### src/rtl/multicore_pkg.sv
// -----------------------------------------------------------------------------
// multicore_pkg
// Shared types and helpers for the multicore reset sequencer.
//   global_state_e : HOLD / RELEASE / RUN sequencing of the whole core cluster
//   core_state_e   : ACTIVE / PULSE state of one per-core reset controller
//   MAX_CORES      : upper bound on the number of supervised cores
//   release_point  : stagger-counter value at which a given core is released
// -----------------------------------------------------------------------------
package multicore_pkg;

   localparam int MAX_CORES = 16;

   typedef enum logic [1:0] {
      HOLD    = 2'd0,
      RELEASE = 2'd1,
      RUN     = 2'd2
   } global_state_e;

   typedef enum logic {
      ACTIVE = 1'b0,
      PULSE  = 1'b1
   } core_state_e;

   // Core k leaves reset when the stagger counter reaches k * stagger.
   function automatic int unsigned release_point(input int unsigned core_idx,
                                                 input int unsigned stagger);
      return core_idx * stagger;
   endfunction

endpackage

### src/rtl/core_reset_ctrl.sv
// -----------------------------------------------------------------------------
// core_reset_ctrl
// Supervision of one core once the cluster is running: a software request or
// a watchdog expiry puts the core into reset for STAGGER_CYCLES cycles.
//   clk_i          system clock
//   rst_i          synchronous active-high reset
//   run_i          global sequencer is in RUN; controller is idle otherwise
//   req_i          software reset request (single-cycle pulse)
//   heartbeat_i    watchdog kick (single-cycle pulse)
//   wdt_timeout_i  watchdog expiry count, 0 disables the watchdog
//   wdt_clear_i    clears the sticky fired flag
//   pulse_o        registered per-core reset pulse
//   wdt_fired_o    sticky flag: watchdog expired
// -----------------------------------------------------------------------------
module core_reset_ctrl
   import multicore_pkg::*;
#(
   parameter int STAGGER_CYCLES = 8,
   parameter int WDT_WIDTH      = 16
) (
   input  logic                 clk_i,
   input  logic                 rst_i,
   input  logic                 run_i,
   input  logic                 req_i,
   input  logic                 heartbeat_i,
   input  logic [WDT_WIDTH-1:0] wdt_timeout_i,
   input  logic                 wdt_clear_i,
   output logic                 pulse_o,
   output logic                 wdt_fired_o
);

   localparam int PCNT_W = (STAGGER_CYCLES > 1) ? $clog2(STAGGER_CYCLES) : 1;
   localparam logic [PCNT_W-1:0] PCNT_LAST = PCNT_W'(STAGGER_CYCLES - 1);

   core_state_e          state_q, state_d;
   logic [PCNT_W-1:0]    pcnt_q, pcnt_d;
   logic [WDT_WIDTH-1:0] wdt_cnt_q, wdt_cnt_d;
   logic                 pulse_q, pulse_d;
   logic                 fired_q, fired_d;

   logic [WDT_WIDTH-1:0] wdt_inc;
   logic                 expire;

   // Saturating increment: the counter parks at all ones instead of wrapping.
   assign wdt_inc = (wdt_cnt_q == '1) ? wdt_cnt_q : wdt_cnt_q + WDT_WIDTH'(1);

   // The compared count includes the current ACTIVE cycle, so expiry lands
   // exactly wdt_timeout ACTIVE cycles after the last clear. A heartbeat on
   // the same cycle suppresses the expiry.
   assign expire = run_i && (state_q == ACTIVE) && (wdt_timeout_i != '0) &&
                   !heartbeat_i && (wdt_inc == wdt_timeout_i);

   always_comb begin
      // NOTE: every _d gets a default first so no path through this block can
      // infer a latch.
      state_d   = state_q;
      pcnt_d    = pcnt_q;
      wdt_cnt_d = wdt_cnt_q;
      pulse_d   = pulse_q;
      fired_d   = fired_q;

      // Clear is applied first so that a fire on the same cycle overrides it.
      if (wdt_clear_i) begin
         fired_d = 1'b0;
      end

      if (!run_i) begin
         state_d   = ACTIVE;
         pcnt_d    = '0;
         wdt_cnt_d = '0;
         pulse_d   = 1'b0;
      end else begin
         unique case (state_q)
            ACTIVE: begin
               if (req_i || expire) begin
                  state_d   = PULSE;
                  pcnt_d    = '0;
                  pulse_d   = 1'b1;
                  wdt_cnt_d = '0;
               end else if (heartbeat_i) begin
                  wdt_cnt_d = '0;
               end else if (wdt_timeout_i != '0) begin
                  wdt_cnt_d = wdt_inc;
               end
               if (expire) begin
                  fired_d = 1'b1;
               end
            end
            PULSE: begin
               // Requests are ignored here; the pulse length is fixed.
               wdt_cnt_d = '0;
               if (pcnt_q == PCNT_LAST) begin
                  state_d = ACTIVE;
                  pcnt_d  = '0;
                  pulse_d = 1'b0;
               end else begin
                  pcnt_d = pcnt_q + PCNT_W'(1);
               end
            end
            default: begin
               state_d = ACTIVE;
            end
         endcase
      end
   end

   // NOTE: reset is sampled inside the clocked block, so it is synchronous;
   // state updates use non-blocking assignments only.
   always_ff @(posedge clk_i) begin
      if (rst_i) begin
         state_q   <= ACTIVE;
         pcnt_q    <= '0;
         wdt_cnt_q <= '0;
         pulse_q   <= 1'b0;
         fired_q   <= 1'b0;
      end else begin
         state_q   <= state_d;
         pcnt_q    <= pcnt_d;
         wdt_cnt_q <= wdt_cnt_d;
         pulse_q   <= pulse_d;
         fired_q   <= fired_d;
      end
   end

   assign pulse_o     = pulse_q;
   assign wdt_fired_o = fired_q;

endmodule

### src/rtl/multicore_reset_sequencer.sv
// -----------------------------------------------------------------------------
// multicore_reset_sequencer
// Reset and supervision controller for an N-core system. Debounces the raw
// pushbutton, releases the cores from reset one after another, then hands
// each core to its own core_reset_ctrl for software / watchdog resets.
//   clock_clk       system clock (only clock)
//   reset_reset     synchronous active-high reset
//   key_n           raw active-low pushbutton, asynchronous
//   core_reset_req  per-core software reset request pulses
//   core_heartbeat  per-core watchdog kick pulses
//   wdt_timeout     watchdog expiry count, 0 disables all watchdogs
//   wdt_clear       clears every wdt_fired flag
//   core_reset      active-high reset per core
//   sys_ready       high once every core has been released
//   wdt_fired       sticky per-core watchdog flags
// -----------------------------------------------------------------------------
module multicore_reset_sequencer
   import multicore_pkg::*;
#(
   parameter int NUM_CORES       = 4,
   parameter int DEBOUNCE_CYCLES = 16,
   parameter int STAGGER_CYCLES  = 8,
   parameter int WDT_WIDTH       = 16
) (
   input  logic                 clock_clk,
   input  logic                 reset_reset,
   input  logic                 key_n,
   input  logic [NUM_CORES-1:0] core_reset_req,
   input  logic [NUM_CORES-1:0] core_heartbeat,
   input  logic [WDT_WIDTH-1:0] wdt_timeout,
   input  logic                 wdt_clear,
   output logic [NUM_CORES-1:0] core_reset,
   output logic                 sys_ready,
   output logic [NUM_CORES-1:0] wdt_fired
);

   if (NUM_CORES < 1 || NUM_CORES > MAX_CORES) begin : g_bad_num_cores
      $error("NUM_CORES out of range");
   end
   if (DEBOUNCE_CYCLES < 2 || STAGGER_CYCLES < 1) begin : g_bad_timing
      $error("DEBOUNCE_CYCLES or STAGGER_CYCLES out of range");
   end

   localparam int DEB_W    = $clog2(DEBOUNCE_CYCLES);
   localparam int STG_SPAN = (NUM_CORES - 1) * STAGGER_CYCLES;
   localparam int STG_W    = (STG_SPAN > 0) ? $clog2(STG_SPAN + 1) : 1;

   localparam logic [DEB_W-1:0] DEB_LAST   = DEB_W'(DEBOUNCE_CYCLES - 1);
   localparam logic [STG_W-1:0] LAST_POINT = STG_W'(STG_SPAN);

   // Key path
   logic             sync1_q, sync2_q;
   logic             deb_q, deb_d;
   logic [DEB_W-1:0] deb_cnt_q, deb_cnt_d;

   // Global sequencer
   global_state_e          gstate_q, gstate_d;
   logic [STG_W-1:0]       stg_cnt_q, stg_cnt_d;
   logic [STG_W-1:0]       stg_next;
   logic [NUM_CORES-1:0]   hold_mask_q, hold_mask_d;
   logic                   sys_ready_q, sys_ready_d;

   // Per-core controller outputs
   logic [NUM_CORES-1:0]   pulse_vec;
   logic [NUM_CORES-1:0]   fired_vec;
   logic                   run;

   assign run      = (gstate_q == RUN);
   assign stg_next = stg_cnt_q + STG_W'(1);

   // Debouncer: the level flips only after DEBOUNCE_CYCLES consecutive synced
   // samples disagree with it; any agreeing sample restarts the count.
   always_comb begin
      deb_d     = deb_q;
      deb_cnt_d = '0;
      if (sync2_q != deb_q) begin
         if (deb_cnt_q == DEB_LAST) begin
            deb_d = sync2_q;
         end else begin
            deb_cnt_d = deb_cnt_q + DEB_W'(1);
         end
      end
   end

   always_comb begin
      gstate_d    = gstate_q;
      stg_cnt_d   = stg_cnt_q;
      hold_mask_d = hold_mask_q;
      sys_ready_d = sys_ready_q;

      unique case (gstate_q)
         HOLD: begin
            hold_mask_d = '1;
            sys_ready_d = 1'b0;
            stg_cnt_d   = '0;
            if (deb_q) begin
               // Core 0 is released on the entry cycle of RELEASE.
               hold_mask_d[0] = 1'b0;
               if (NUM_CORES == 1) begin
                  gstate_d    = RUN;
                  sys_ready_d = 1'b1;
               end else begin
                  gstate_d = RELEASE;
               end
            end
         end
         RELEASE: begin
            stg_cnt_d = stg_next;
            for (int unsigned k = 1; k < NUM_CORES; k++) begin
               if (stg_next == STG_W'(release_point(k, STAGGER_CYCLES))) begin
                  hold_mask_d[k] = 1'b0;
               end
            end
            // sys_ready rises on the same edge the last core is released.
            if (stg_next == LAST_POINT) begin
               gstate_d    = RUN;
               sys_ready_d = 1'b1;
            end
         end
         RUN: begin
            hold_mask_d = '0;
         end
         default: begin
            gstate_d = HOLD;
         end
      endcase

      // A pressed key abandons any release in progress and any pending pulse.
      if (gstate_q != HOLD && !deb_q) begin
         gstate_d    = HOLD;
         hold_mask_d = '1;
         sys_ready_d = 1'b0;
         stg_cnt_d   = '0;
      end
   end

   always_ff @(posedge clock_clk) begin
      if (reset_reset) begin
         // Synchroniser resets to "pressed" so a held-released key still
         // walks through the full synchroniser + debounce latency.
         sync1_q     <= 1'b0;
         sync2_q     <= 1'b0;
         deb_q       <= 1'b0;
         deb_cnt_q   <= '0;
         gstate_q    <= HOLD;
         stg_cnt_q   <= '0;
         hold_mask_q <= '1;
         sys_ready_q <= 1'b0;
      end else begin
         sync1_q     <= key_n;
         sync2_q     <= sync1_q;
         deb_q       <= deb_d;
         deb_cnt_q   <= deb_cnt_d;
         gstate_q    <= gstate_d;
         stg_cnt_q   <= stg_cnt_d;
         hold_mask_q <= hold_mask_d;
         sys_ready_q <= sys_ready_d;
      end
   end

   for (genvar i = 0; i < NUM_CORES; i++) begin : g_core
      core_reset_ctrl #(
         .STAGGER_CYCLES (STAGGER_CYCLES),
         .WDT_WIDTH      (WDT_WIDTH)
      ) u_ctrl (
         .clk_i         (clock_clk),
         .rst_i         (reset_reset),
         .run_i         (run),
         .req_i         (core_reset_req[i]),
         .heartbeat_i   (core_heartbeat[i]),
         .wdt_timeout_i (wdt_timeout),
         .wdt_clear_i   (wdt_clear),
         .pulse_o       (pulse_vec[i]),
         .wdt_fired_o   (fired_vec[i])
      );
   end

   assign core_reset = hold_mask_q | pulse_vec;
   assign sys_ready  = sys_ready_q;
   assign wdt_fired  = fired_vec;

endmodule

### config.mk
export PLATFORM = sky130hd
export DESIGN_NAME = multicore_reset_sequencer
export DESIGN_NICKNAME = d
export VERILOG_FILES = /design/src/rtl/multicore_pkg.sv /design/src/rtl/core_reset_ctrl.sv /design/src/rtl/multicore_reset_sequencer.sv
export SDC_FILE = /design/constraint.sdc
export NUM_CORES = 1
export LEC_CHECK = 0
export CAP_MARGIN = 20
export CORE_MARGIN = 2
export CORE_UTILIZATION = 32
export DETAILED_ROUTE_END_ITERATION = 6
export PLACE_DENSITY = 0.58
export SLEW_MARGIN = 5
export SYNTH_ARGS = -nofsm -noshare
export SYNTH_HDL_FRONTEND = slang
export SYNTH_SLANG_ARGS = --single-unit
### constraint.sdc
create_clock -name clock_clk -period 8.08 [get_ports clock_clk]
set_clock_uncertainty 0.15 [all_clocks]
set_input_delay 1.616 -clock clock_clk [delete_from_list [all_inputs] [get_ports clock_clk]]
set_output_delay 1.616 -clock clock_clk [all_outputs]
set_load 0.1 [all_outputs]
==> flow_summary_export.csv <==
group,metric,value,unit
synth,yosysSeqAreaShare,25.6,%
cts,cts_tree,"built",
timing,tightestPinTransition,1.08,ns
placement,dpl.cell_count,1360,
outcome,status,"completed",
routing,routed_via_density,5.76,
global_routing,grt.total_usage,18.1,%
synth,netlist_area,8370,um^2
synth,synth_fp_nets,1127,
placement,place.gp.congestion,0.924,
worst_setup_path,cp.arrival,5.20,ns
routing,wl,25400,um
finish,fin_cells,1376,
die,io_pins,37,
die,die_w,166,um
global_routing,grt_pass1_wl,40400,um
synth,ys_ff_latch,107,
worst_setup_path,reg2reg_slack,3.98,ns
placement,io_buffers,36,
die,core,25800,um^2
synth,yosysMostFrequentCell,"dfxtp_1",
placement,hpwl,18800,um
cts,clk_pin_slew_worst_paths,0.08,ns
global_routing,grt_pass1_vias,7263,
synth,ys_types,76,
global_routing,grt_max_degree,27,
cts,ctsHoldBuffers,0,
routing,wire_per_inst,18.4,um
timing,finalMaxSlewViolations,0,
die,die_h,166,um
finish,nets,1082,
cts,postCtsSetupBuffers,0,
finish,fillers,2721,
die,dieArea,27500,um^2
synth,synth_top_area_cell,"dfxtp_1",
finish,drive_gt1_share,5.76,%
worst_setup_path,cp.required,8.12,ns
worst_setup_path,path_class,"primary input to flop",
cts,htreeDepth,3,
finish,antenna_cells,0,
routing,drtIter0Drc,720,
cts,clock_path_buffers,2,
routing,drt_pass1_iterations,5,
synth,yosys.area.top_type_share,25.6,%
power_and_ir_drop,leakage,2.90,nW
synth,yosys-top-cells-area,"dfxtp_1 26%, xnor2_1 7.1%, nor3_1 4.7%, xor2_1 4.6%, nand2_1 4.0%",
power_and_ir_drop,p_per_area,124,nW/um^2
routing,drc,0,
synth,synth_common_cells,"107 x dfxtp_1, 90 x nand2_1, 79 x nor3_1",
die,start_util,32.4,%
run,maxCapViolCount,0,
finish,multi_input_area,5700,um^2
synth,postSynthAreaPerCell,7.74,um^2
timing,maxSlewHeadroom,28.0,%
die,rows,59,
timing,rsz0062_at_grt,"no",
worst_setup_path,end_kind,"flop",
timing,period_minus_slack,5.15,ns
power_and_ir_drop,irDropWorstVdd,0.0935,mV
timing,final-hold-violation-count,0,
finish,area_growth,8.58,%
cts,cts_made_buffers,9,
hold_path,min_path_type,"flop to flop",
cts,clock_latency,0.37,ns
cts,root_buffer,"clkbuf_16",
global_routing,antenna_found_initial,0,
cts,clock_sinks,107,
timing,tns,0,ns
timing,setup_viol,0,
synth,synth_flop_cell,"dfxtp_1",
synth,async_flop_share,0,%
timing,period_share,63.8,%
cts,cts_resized,0,
finish,seqCellArea,2140,um^2
synth,synthCells,1081,
timing,fmax,0.194,GHz
synth,synth_edf_count,0,
routing,antenna_left,0,
worst_setup_path,start_kind,"primary input",
routing,vias,7926,
global_routing,overflow,0,
synth,yosysWarningCount,0,
worst_setup_path,cp_max_fo,17,
power breakdown:
part	internal, mW	switching, mW	total [mW]
registers	0.527	0.000285	0.528
logic	0.0370	0.0558	0.0929
clock network	0.277	0.226	0.503
area by class of cell:
type                    count  area share [%]
flip-flops and latches    107            23.6
repair buffers             41            4.38
multi-input cells         853            62.8
clock buffers               9            2.48
inverters                  24           0.992
well taps                 335            4.61
clock inverters             7            1.20
sequential cells by signal, indices dropped and copies added (netlist names):
name                       flops
g_core.u_ctrl.pcnt_q          12
sync2_q                        1
deb_cnt_q                      4
g_core.u_ctrl.wdt_fired_o      4
sync1_q                        1
g_core.u_ctrl.wdt_cnt_q       64
hold_mask_q                    4
g_core.u_ctrl.state_q          4
g_core.u_ctrl.pulse_o          4
stg_cnt_q                      5
gstate_q                       2
deb_q                          1
sys_ready                      1
kinds of logic (layout without fill, tap and decap cells):
kind of cell,count (synthesis),count (layout),share of synthesized area [%]
buf+inv,121,81,6.28
compound gates,177,177,15.8
mux,28,28,3.41
flops,107,107,25.6
xor+xnor,113,113,12.0
simple gates,517,517,34.2
fa+ha+maj,18,18,2.69
cells in the final DEF (no fill, tap or decap), types with 32 or more instances in the layout:
cell type,netlist,routed
dfxtp_1,107,107
nand2_1,90,90
nor3_1,79,79
nor2_1,77,77
xnor2_1,68,68
nand3_1,51,51
nand4_1,45,45
xor2_1,44,44
nor4_1,36,36
clkdlybuf4s50_1,0,36
a21oi_1,32,32
critical path, stage by stage:
cell	delay, ns
clkdlybuf4s50_1	0.86
nor4_1	0.16
nand4_1	0.51
buf_4	0.28
o211a_1	0.15
nand3_1	0.06
or4_1	0.56
o41ai_4	0.83
a2111oi_0	0.16
final timing paths:
| check | endpoint | start | cells past startpoint |
|---|---|---|---|
| worst max-delay path | g_core[3].u_ctrl.wdt_cnt_q[14]$_SDFFE_PP0P_ | wdt_timeout[2] | 9 |
| worst min-delay path | sync2_q$_SDFF_PP0_ | sync1_q$_SDFF_PP0_ | 1 |
| worst max register to register | g_core[2].u_ctrl.wdt_cnt_q[5]$_SDFFE_PP0P_ | g_core[2].u_ctrl.wdt_cnt_q[0]$_SDFFE_PP0P_ | 8 |
| worst min register to register | sync2_q$_SDFF_PP0_ | sync1_q$_SDFF_PP0_ | 1 |
stage by stage:
step,worst slack [ns],hold slack (ns),util [%],total power [mW],cell area [um^2]
final,2.93,0.292,35.2,1.12,9080
after global routing,2.70,0.309,35.2,1.16,9080
after CTS,2.95,0.299,35.2,1.13,9080
after detailed placement,2.55,0.280,33.9,0.632,8750
after global placement,2.71,0.279,33.9,0.632,8750
after floorplan,4.01,0.264,-,0.599,8370
metal layers:
metal / global-route usage, % / vias up / wire [um]
li1: - / 3881 / -
met1: 24.8 / 3706 / 11700
met2: 28.4 / 276 / 11400
met3: 2.29 / 63 / 1290
met4: 7.94 / 0 / 940
met5: 0 / - / 0
(Power assumes the default switching activity.)
